[config.mk]
export PLATFORM = sky130hd
export DESIGN_NAME = icap_cfg_loader
export DESIGN_NICKNAME = d
export VERILOG_FILES = /design/src/rtl/icap_cfg_loader.sv
export SDC_FILE = /design/constraint.sdc
export NUM_CORES = 1
export LEC_CHECK = 0
export CORE_UTILIZATION = 45
export DETAILED_ROUTE_END_ITERATION = 7
export GPL_TIMING_DRIVEN = 0
export HOLD_SLACK_MARGIN = 0.05
export PLACE_DENSITY_LB_ADDON = 0.05
export SLEW_MARGIN = 30
export SYNTH_ARGS = -nofsm -noshare
export SYNTH_HDL_FRONTEND = slang
export SYNTH_SLANG_ARGS = --single-unit
[constraint.sdc]
create_clock -name rclk -period 2.79 [get_ports rclk]
set_input_delay 0.558 -clock rclk [delete_from_list [all_inputs] [get_ports rclk]]
set_output_delay 0.558 -clock rclk [all_outputs]
set_load 0.02 [all_outputs]
[src/rtl/icap_cfg_loader.sv]
// Drains config bytes from a FWFT FIFO, packs them MSB-first into 32-bit words
// and issues one ICAP write per word, with a starvation timeout.
`timescale 1ns/1ps
module icap_cfg_loader #(
  parameter int DATA_SIZE = 8,
  parameter int CNT_WIDTH = 16,
  parameter int TIMEOUT   = 1023,
  parameter int BIT_SWAP  = 1
) (
  input  logic                 rclk,
  input  logic                 rrst,
  input  logic                 start,
  input  logic [CNT_WIDTH-1:0] word_count,
  output logic                 busy,
  output logic                 done,
  output logic                 error,
  input  logic [DATA_SIZE-1:0] fifo_rdata,
  input  logic                 fifo_rempty,
  output logic                 fifo_rinc,
  output logic                 icap_csib,
  output logic                 icap_rdwrb,
  output logic [31:0]          icap_i,
  input  logic                 icap_busy,
  output logic [2:0]           state_dbg
);

  typedef enum logic [2:0] {
    IDLE  = 3'd0,
    FETCH = 3'd1,
    WRITE = 3'd2,
    DONE  = 3'd3,
    ERR   = 3'd4
  } state_t;

  localparam logic [11:0] TO_LAST = 12'(TIMEOUT - 1);

  state_t               state;
  logic [CNT_WIDTH-1:0] remaining;
  logic [1:0]           byte_idx;
  logic [11:0]          to_cnt;
  logic [31:0]          asm_word;
  logic [7:0]           in_byte;
  logic [31:0]          next_word;

  always_comb begin
    in_byte = '0;
    for (int b = 0; b < 8; b++) begin
      in_byte[b] = (BIT_SWAP != 0) ? fifo_rdata[7-b] : fifo_rdata[b];
    end
  end

  assign next_word = {asm_word[23:0], in_byte};
  assign fifo_rinc = (state == FETCH) && !fifo_rempty;
  assign busy      = (state != IDLE);
  assign done      = (state == DONE);
  assign state_dbg = state;

  // icap_busy is sampled on the edge before the write cycle so that the
  // strobe, direction and data can all leave straight from flops.
  always_ff @(posedge rclk) begin
    if (rrst) begin
      state      <= IDLE;
      remaining  <= '0;
      byte_idx   <= '0;
      to_cnt     <= '0;
      asm_word   <= '0;
      error      <= 1'b0;
      icap_csib  <= 1'b1;
      icap_rdwrb <= 1'b1;
      icap_i     <= '0;
    end else begin
      case (state)
        IDLE: begin
          if (start) begin
            remaining <= word_count;
            error     <= 1'b0;
            byte_idx  <= '0;
            to_cnt    <= '0;
            state     <= (word_count == '0) ? DONE : FETCH;
          end
        end
        FETCH: begin
          if (fifo_rinc) begin
            asm_word <= next_word;
            byte_idx <= byte_idx + 2'd1;
            to_cnt   <= '0;
            if (byte_idx == 2'd3) begin
              state <= WRITE;
              if (!icap_busy) begin
                icap_csib  <= 1'b0;
                icap_rdwrb <= 1'b0;
                icap_i     <= next_word;
              end
            end
          end else if (to_cnt == TO_LAST) begin
            state <= ERR;
          end else begin
            to_cnt <= to_cnt + 12'd1;
          end
        end
        WRITE: begin
          if (!icap_csib) begin
            icap_csib  <= 1'b1;
            icap_rdwrb <= 1'b1;
            remaining  <= remaining - CNT_WIDTH'(1);
            byte_idx   <= '0;
            state      <= (remaining == CNT_WIDTH'(1)) ? DONE : FETCH;
          end else if (!icap_busy) begin
            icap_csib  <= 1'b0;
            icap_rdwrb <= 1'b0;
            icap_i     <= asm_word;
          end
        end
        DONE: state <= IDLE;
        ERR: begin
          error <= 1'b1;
          state <= IDLE;
        end
        default: state <= IDLE;
      endcase
    end
  end

endmodule

* After elaboration in Yosys (flattened, before gate mapping)
Index checks and enable logic that the tools add are counted.
** Storage, ports and cells
- Output and inout port bits :: 41
- Word-level logic and storage cells :: 86
- Flip-flop bits (word level) :: 100
** Operators by class
- Multiplexer cells :: 38
- $add $sub $neg :: 3
- Equal/unequal tests :: 17
- Reductions and logical operators :: 19
** Operators by type and width (number)
- $mux W32 :: 5
- $pmux W32 S2 :: 1
- $mux W12 :: 3
- $mux W16 :: 2
- $pmux W16 S2 :: 1
- $pmux W12 S2 :: 1
- $eq A16 B1 Y1 const B :: 1
- $logic_not A16 Y1 :: 1
- $sub A16 B1 Y16 const B :: 1
- $mux W3 :: 5
- $add A12 B1 Y12 const B :: 1
- $eq A12 B10 Y1 const B :: 1
- $ne A2 B2 Y1 const B :: 6
- $reduce_and A4 Y1 :: 3
- $mux W1 :: 10
- $mux W2 :: 5
- $pmux W3 S3 :: 1
- $reduce_and A3 Y1 :: 3
- $reduce_bool A2 Y1 :: 4
- $eq A3 B2 Y1 const B :: 2
- $ne A3 B2 Y1 const B :: 2
- $pmux W1 S2 :: 3
- $pmux W2 S3 :: 1
- $reduce_and A6 Y1 :: 1
- other kinds (11) :: 13

* Logic depth before layout (Yosys ltp)
- Depth in word-level cells :: 4
- Gate-level depth with buffers :: 8
- Mapped depth without buffers :: 7

* Worst setup path before layout
No wires, ideal clock.
- Kind :: register -> output
- Start point :: register state[0] (netlist: state_dbg[0])
- End point :: output port fifo_rinc
- Path slack :: 0.665 ns
- Stages on the path, launching flop included :: 6
- Data arrival time :: 1.567 ns
- Path buffers :: 2
- Path through :: dfxtp_1 > nor3b_1 > nand2b_1 > clkbuf_1 > inv_2 > clkbuf_1
** Between the ends
- Word-level cells in the longest chain between the ends :: 2
** Ends and longest elaborated chain
- start, declared :: line 37 : state_t state;
- start signal, assigned :: line 79 : state <= (word_count == '0) ? DONE : FETCH;
- start signal, assigned :: line 107 : state <= (remaining == CNT_WIDTH'(1)) ? DONE : FETCH;
- $eq A3 B1 Y1 :: line 53 : assign fifo_rinc = (state == FETCH) && !fifo_rempty;
- $logic_and A1 B1 Y1 :: line 53
- end, declared :: line 19 : output logic fifo_rinc,
Every way passes these cells.

* Worst setup path after layout
- Start point :: register state[0] (netlist: state_dbg[0])
- End point :: output port done
** Between the ends
- Word-level cells in the longest chain between the ends :: 1
** Ends and longest elaborated chain
- $eq A3 B2 Y1 :: line 55 : assign done = (state == DONE);
- end, declared :: line 15 : output logic done,
Every way passes these cells.

==> impl_metrics.xml <==
<?xml version="1.0" encoding="UTF-8"?>
<metrics>
  <group name="outcome">
    <metric name="run_status" unit="">completed</metric>
  </group>
  <group name="pwr">
    <metric name="power.static_leakage" unit="uW">0.00179</metric>
    <metric name="ir_drop" unit="V">0.000297</metric>
    <metric name="power_per_cell_area" unit="nW/um^2">512</metric>
    <metric name="power.total" unit="uW">2860</metric>
  </group>
  <group name="clock_network">
    <metric name="cts.path.max_buffers" unit="">2</metric>
    <metric name="clock_tree_from_tritoncts" unit="">built</metric>
    <metric name="cts.hold.buffers_added" unit="">0</metric>
    <metric name="post_cts.repair.setup_buffers" unit="">0</metric>
    <metric name="cts_bufs_inserted" unit="">9</metric>
    <metric name="cts.root.buffer_cell" unit="">sky130_fd_sc_hd__clkbuf_8</metric>
    <metric name="cts.reportedPaths.clkPinSlew" unit="ps">100</metric>
    <metric name="clock_sink_count" unit="">100</metric>
    <metric name="htree_num_levels" unit="">3</metric>
    <metric name="worstSkewPairLatency" unit="ps">370</metric>
  </group>
  <group name="critical_path">
    <metric name="crit_path_cell_trace" unit="">clkbuf_2 -&gt; inv_1 -&gt; nor3b_1 -&gt; clkdlybuf4s50_1</metric>
    <metric name="cp.arrival" unit="ps">1990</metric>
    <metric name="reg2reg_slack" unit="ps">290</metric>
    <metric name="crit_required" unit="ps">2230</metric>
    <metric name="critical_path_class" unit="">register to primary output</metric>
    <metric name="timing.critical_path.from_type" unit="">register</metric>
    <metric name="worst_setup_path_end_kind" unit="">primary output</metric>
    <metric name="cpMaxStageDelayCell" unit="">sky130_fd_sc_hd__clkdlybuf4s50_1</metric>
    <metric name="timing.critical_path.buf_inv" unit="">3</metric>
    <metric name="critical-path-max-stage-delay" unit="ps">630</metric>
    <metric name="path_max_fanout" unit="">10</metric>
    <metric name="critical-path-top-delay-family" unit="">buffers and inverters</metric>
  </group>
  <group name="sta">
    <metric name="final_period_minus_worst_setup_slack" unit="ps">2550</metric>
    <metric name="slew_at_the_pin_closest_to_its_max_slew_limit" unit="ps">668</metric>
    <metric name="report.final.setup_viol" unit="">0</metric>
    <metric name="setup_total_negative_slack" unit="ps">0</metric>
    <metric name="fmax" unit="MHz">392</metric>
    <metric name="max_slew_margin" unit="%">55.1</metric>
    <metric name="grt_setup_unrepaired" unit="">false</metric>
    <metric name="finalHoldViolations" unit="">0</metric>
    <metric name="postLayoutSetupSlackWorst" unit="ps">242</metric>
    <metric name="final.period_utilization" unit="%">91.3</metric>
    <metric name="report.final.slew_viol_count" unit="">0</metric>
    <metric name="clock_skew" unit="ps">9.56</metric>
  </group>
  <group name="global_route">
    <metric name="first_pass_grt_wire_length" unit="um">20900</metric>
    <metric name="grt_max_degree" unit="">17</metric>
    <metric name="grt.total_usage" unit="%">26.0</metric>
    <metric name="grt_antenna_before_repair" unit="">0</metric>
    <metric name="via_count_of_the_first_global_routing_pass" unit="">4168</metric>
    <metric name="grt-ovfl-total" unit="">0</metric>
  </group>
  <group name="logic_synthesis">
    <metric name="synth_top_area_cell" unit="">sky130_fd_sc_hd__dfxtp_1</metric>
    <metric name="synth-seq-area-share" unit="%">44.0</metric>
    <metric name="yosysUniqueCellTypes" unit="">51</metric>
    <metric name="synth.avg_cell_area" unit="um^2">7.60</metric>
    <metric name="synth_area" unit="um^2">4550</metric>
    <metric name="synth-edff-count" unit="">0</metric>
    <metric name="synth-seq-cells" unit="">100</metric>
    <metric name="synth_flop_cell" unit="">sky130_fd_sc_hd__dfxtp_1</metric>
    <metric name="synth_common_cells" unit="">sky130_fd_sc_hd__nand2_1, sky130_fd_sc_hd__dfxtp_1, sky130_fd_sc_hd__nor2_1, sky130_fd_sc_hd__a21oi_1, sky130_fd_sc_hd__clkbuf_1</metric>
    <metric name="synthTopCellsByArea" unit="">sky130_fd_sc_hd__dfxtp_1, sky130_fd_sc_hd__nand2_1, sky130_fd_sc_hd__nor2_1</metric>
    <metric name="mappedNetlistNets" unit="">633</metric>
    <metric name="synth.most_common_cell" unit="">sky130_fd_sc_hd__nand2_1</metric>
    <metric name="synthesis.yosys.warnings" unit="">0</metric>
    <metric name="post_synth_inst_count" unit="">599</metric>
    <metric name="synth_async_sr_flop_share" unit="%">0</metric>
    <metric name="synth_top_area_share" unit="%">44.0</metric>
  </group>
  <group name="place">
    <metric name="port_buffers" unit="">69</metric>
    <metric name="dp_worst_setup_slack" unit="ps">-465</metric>
    <metric name="routability_congestion" unit="">0.893</metric>
    <metric name="place.detailed.hpwl" unit="um">9380</metric>
  </group>
  <group name="route">
    <metric name="drt_iter0_drc" unit="">294</metric>
    <metric name="drc" unit="">0</metric>
    <metric name="drt_pre_antenna_iters" unit="">6</metric>
    <metric name="ant_nets" unit="">0</metric>
    <metric name="wl_per_cell" unit="um">16.0</metric>
    <metric name="via_per_inst" unit="">5.61</metric>
    <metric name="detailroute.via_count" unit="">4570</metric>
    <metric name="wl" unit="um">13000</metric>
  </group>
  <group name="die">
    <metric name="core.rowCount" unit="">36</metric>
    <metric name="floorplan.die_area" unit="um^2">10500</metric>
    <metric name="starting_utilization_of_the_core_area" unit="%">46.6</metric>
    <metric name="die_width" unit="um">103</metric>
    <metric name="io_pins" unit="">70</metric>
    <metric name="die_y" unit="um">103</metric>
    <metric name="core_area" unit="um^2">9770</metric>
  </group>
  <group name="flow_run">
    <metric name="max_cap_violations" unit="">0</metric>
  </group>
  <group name="hold_path">
    <metric name="min_delay_worst_type" unit="">register to register</metric>
  </group>
  <group name="final_layout">
    <metric name="diodes" unit="">0</metric>
    <metric name="final_nets" unit="">711</metric>
    <metric name="area.growth.synth_to_final" unit="%">22.8</metric>
    <metric name="final_core_utilization" unit="%">57.2</metric>
    <metric name="drive_above_1_share" unit="%">4.11</metric>
  </group>
</metrics>
[report_power, final]
part	switching (uW)	internal [uW]
registers	46.9	1470
clock network	504	366
logic	288	184
[worst paths after layout]
kind / from / to / cells past startpoint
worst min register to register: asm_word[28]$_SDFFE_PP0P_ / asm_word[28]$_SDFFE_PP0P_ / 2
worst min-delay path: asm_word[28]$_SDFFE_PP0P_ / asm_word[28]$_SDFFE_PP0P_ / 2
worst max register to register: state_dbg[2]$_SDFFE_PP0P_ / icap_i[28]$_SDFFE_PP0P_ / 7
worst max-delay path: state_dbg[0]$_SDFFE_PP0P_ / done / 4
[layout by cell type (no fill, tap or decap), types with 3 or more instances in the layout]
cell	count
sky130_fd_sc_hd__nand2_1	157
sky130_fd_sc_hd__dfxtp_1	100
sky130_fd_sc_hd__nor2_1	76
sky130_fd_sc_hd__clkdlybuf4s50_1	68
sky130_fd_sc_hd__a21oi_1	47
sky130_fd_sc_hd__a311oi_1	32
sky130_fd_sc_hd__clkbuf_1	31
sky130_fd_sc_hd__o21ai_0	14
sky130_fd_sc_hd__nand3_1	11
sky130_fd_sc_hd__clkbuf_8	11
sky130_fd_sc_hd__nor4_1	10
sky130_fd_sc_hd__nor3_1	9
sky130_fd_sc_hd__xnor2_1	9
sky130_fd_sc_hd__a31oi_1	7
sky130_fd_sc_hd__inv_1	6
sky130_fd_sc_hd__nand2b_1	6
sky130_fd_sc_hd__a22oi_1	6
sky130_fd_sc_hd__buf_2	5
sky130_fd_sc_hd__ha_1	5
sky130_fd_sc_hd__nor3b_1	4
sky130_fd_sc_hd__buf_1	4
sky130_fd_sc_hd__and3_1	4
sky130_fd_sc_hd__o211ai_1	4
sky130_fd_sc_hd__or3_1	3
sky130_fd_sc_hd__nor2b_1	3
sky130_fd_sc_hd__nand4_1	3
[state kept, by name, summed over array words and instances (netlist names), 2 cells and up]
register,flops
byte_idx,2
remaining,16
to_cnt,12
icap_i,32
asm_word,32
state_dbg,3
[through the flow]
stage | hold slack [ps] | instances | area [um^2]
floorplan | 436 | 599 | 4550
global placement | 443 | 801 | 5410
detailed placement | 452 | 801 | 5410
CTS | 464 | 814 | 5590
global route | 471 | 814 | 5590
finish | 466 | 814 | 5590
[worst min-delay path, delay by kind of cell, from the launching register on]
kind / cells / cell delay [ps]
flip-flops: 1 / 330
AND/OR/NAND/NOR: 1 / 50
AO/OA/AOI/OAI: 1 / 50
[layout make-up]
type	count	area, um^2
Fill cell	974	4180
Multi-Input combinational cell	449	2360
Sequential cell	100	2000
Timing Repair Buffer	69	693
Tap cell	133	166
Buffer	41	161
Clock buffer	11	151
Inverter	7	28.8
Clock inverter	4	25.0
[what timing repair did]
item                                    4_1_cts  5_1_grt
gates resized for setup                       3        3
cloned                                        0        0
endpoints found under the setup margin        1        2
[logic make-up after synthesis]
group / after synthesis / share of synthesized area [%]
DFF: 100 / 44.0
and+or+nand+nor: 304 / 29.5
adders and majority gates: 5 / 1.37
xor gates and xnor gates: 10 / 1.92
buffers and inverters: 50 / 4.26
AOI/OAI and AO/OA: 130 / 19.0
[routing by layer]
metal / GRT usage [%] / vias up / part of all wire [%] / routed length [um]
met5: 0 / - / 0 / 0
met4: 7.80 / 0 / 1.4 / 183
met3: 4.27 / 14 / 5.7 / 741
met2: 42.7 / 144 / 47 / 6150
li1: - / 2240 / - / -
met1: 35.0 / 2172 / 46 / 5930
No activity file was read; power rests on OpenSTA's default activity.
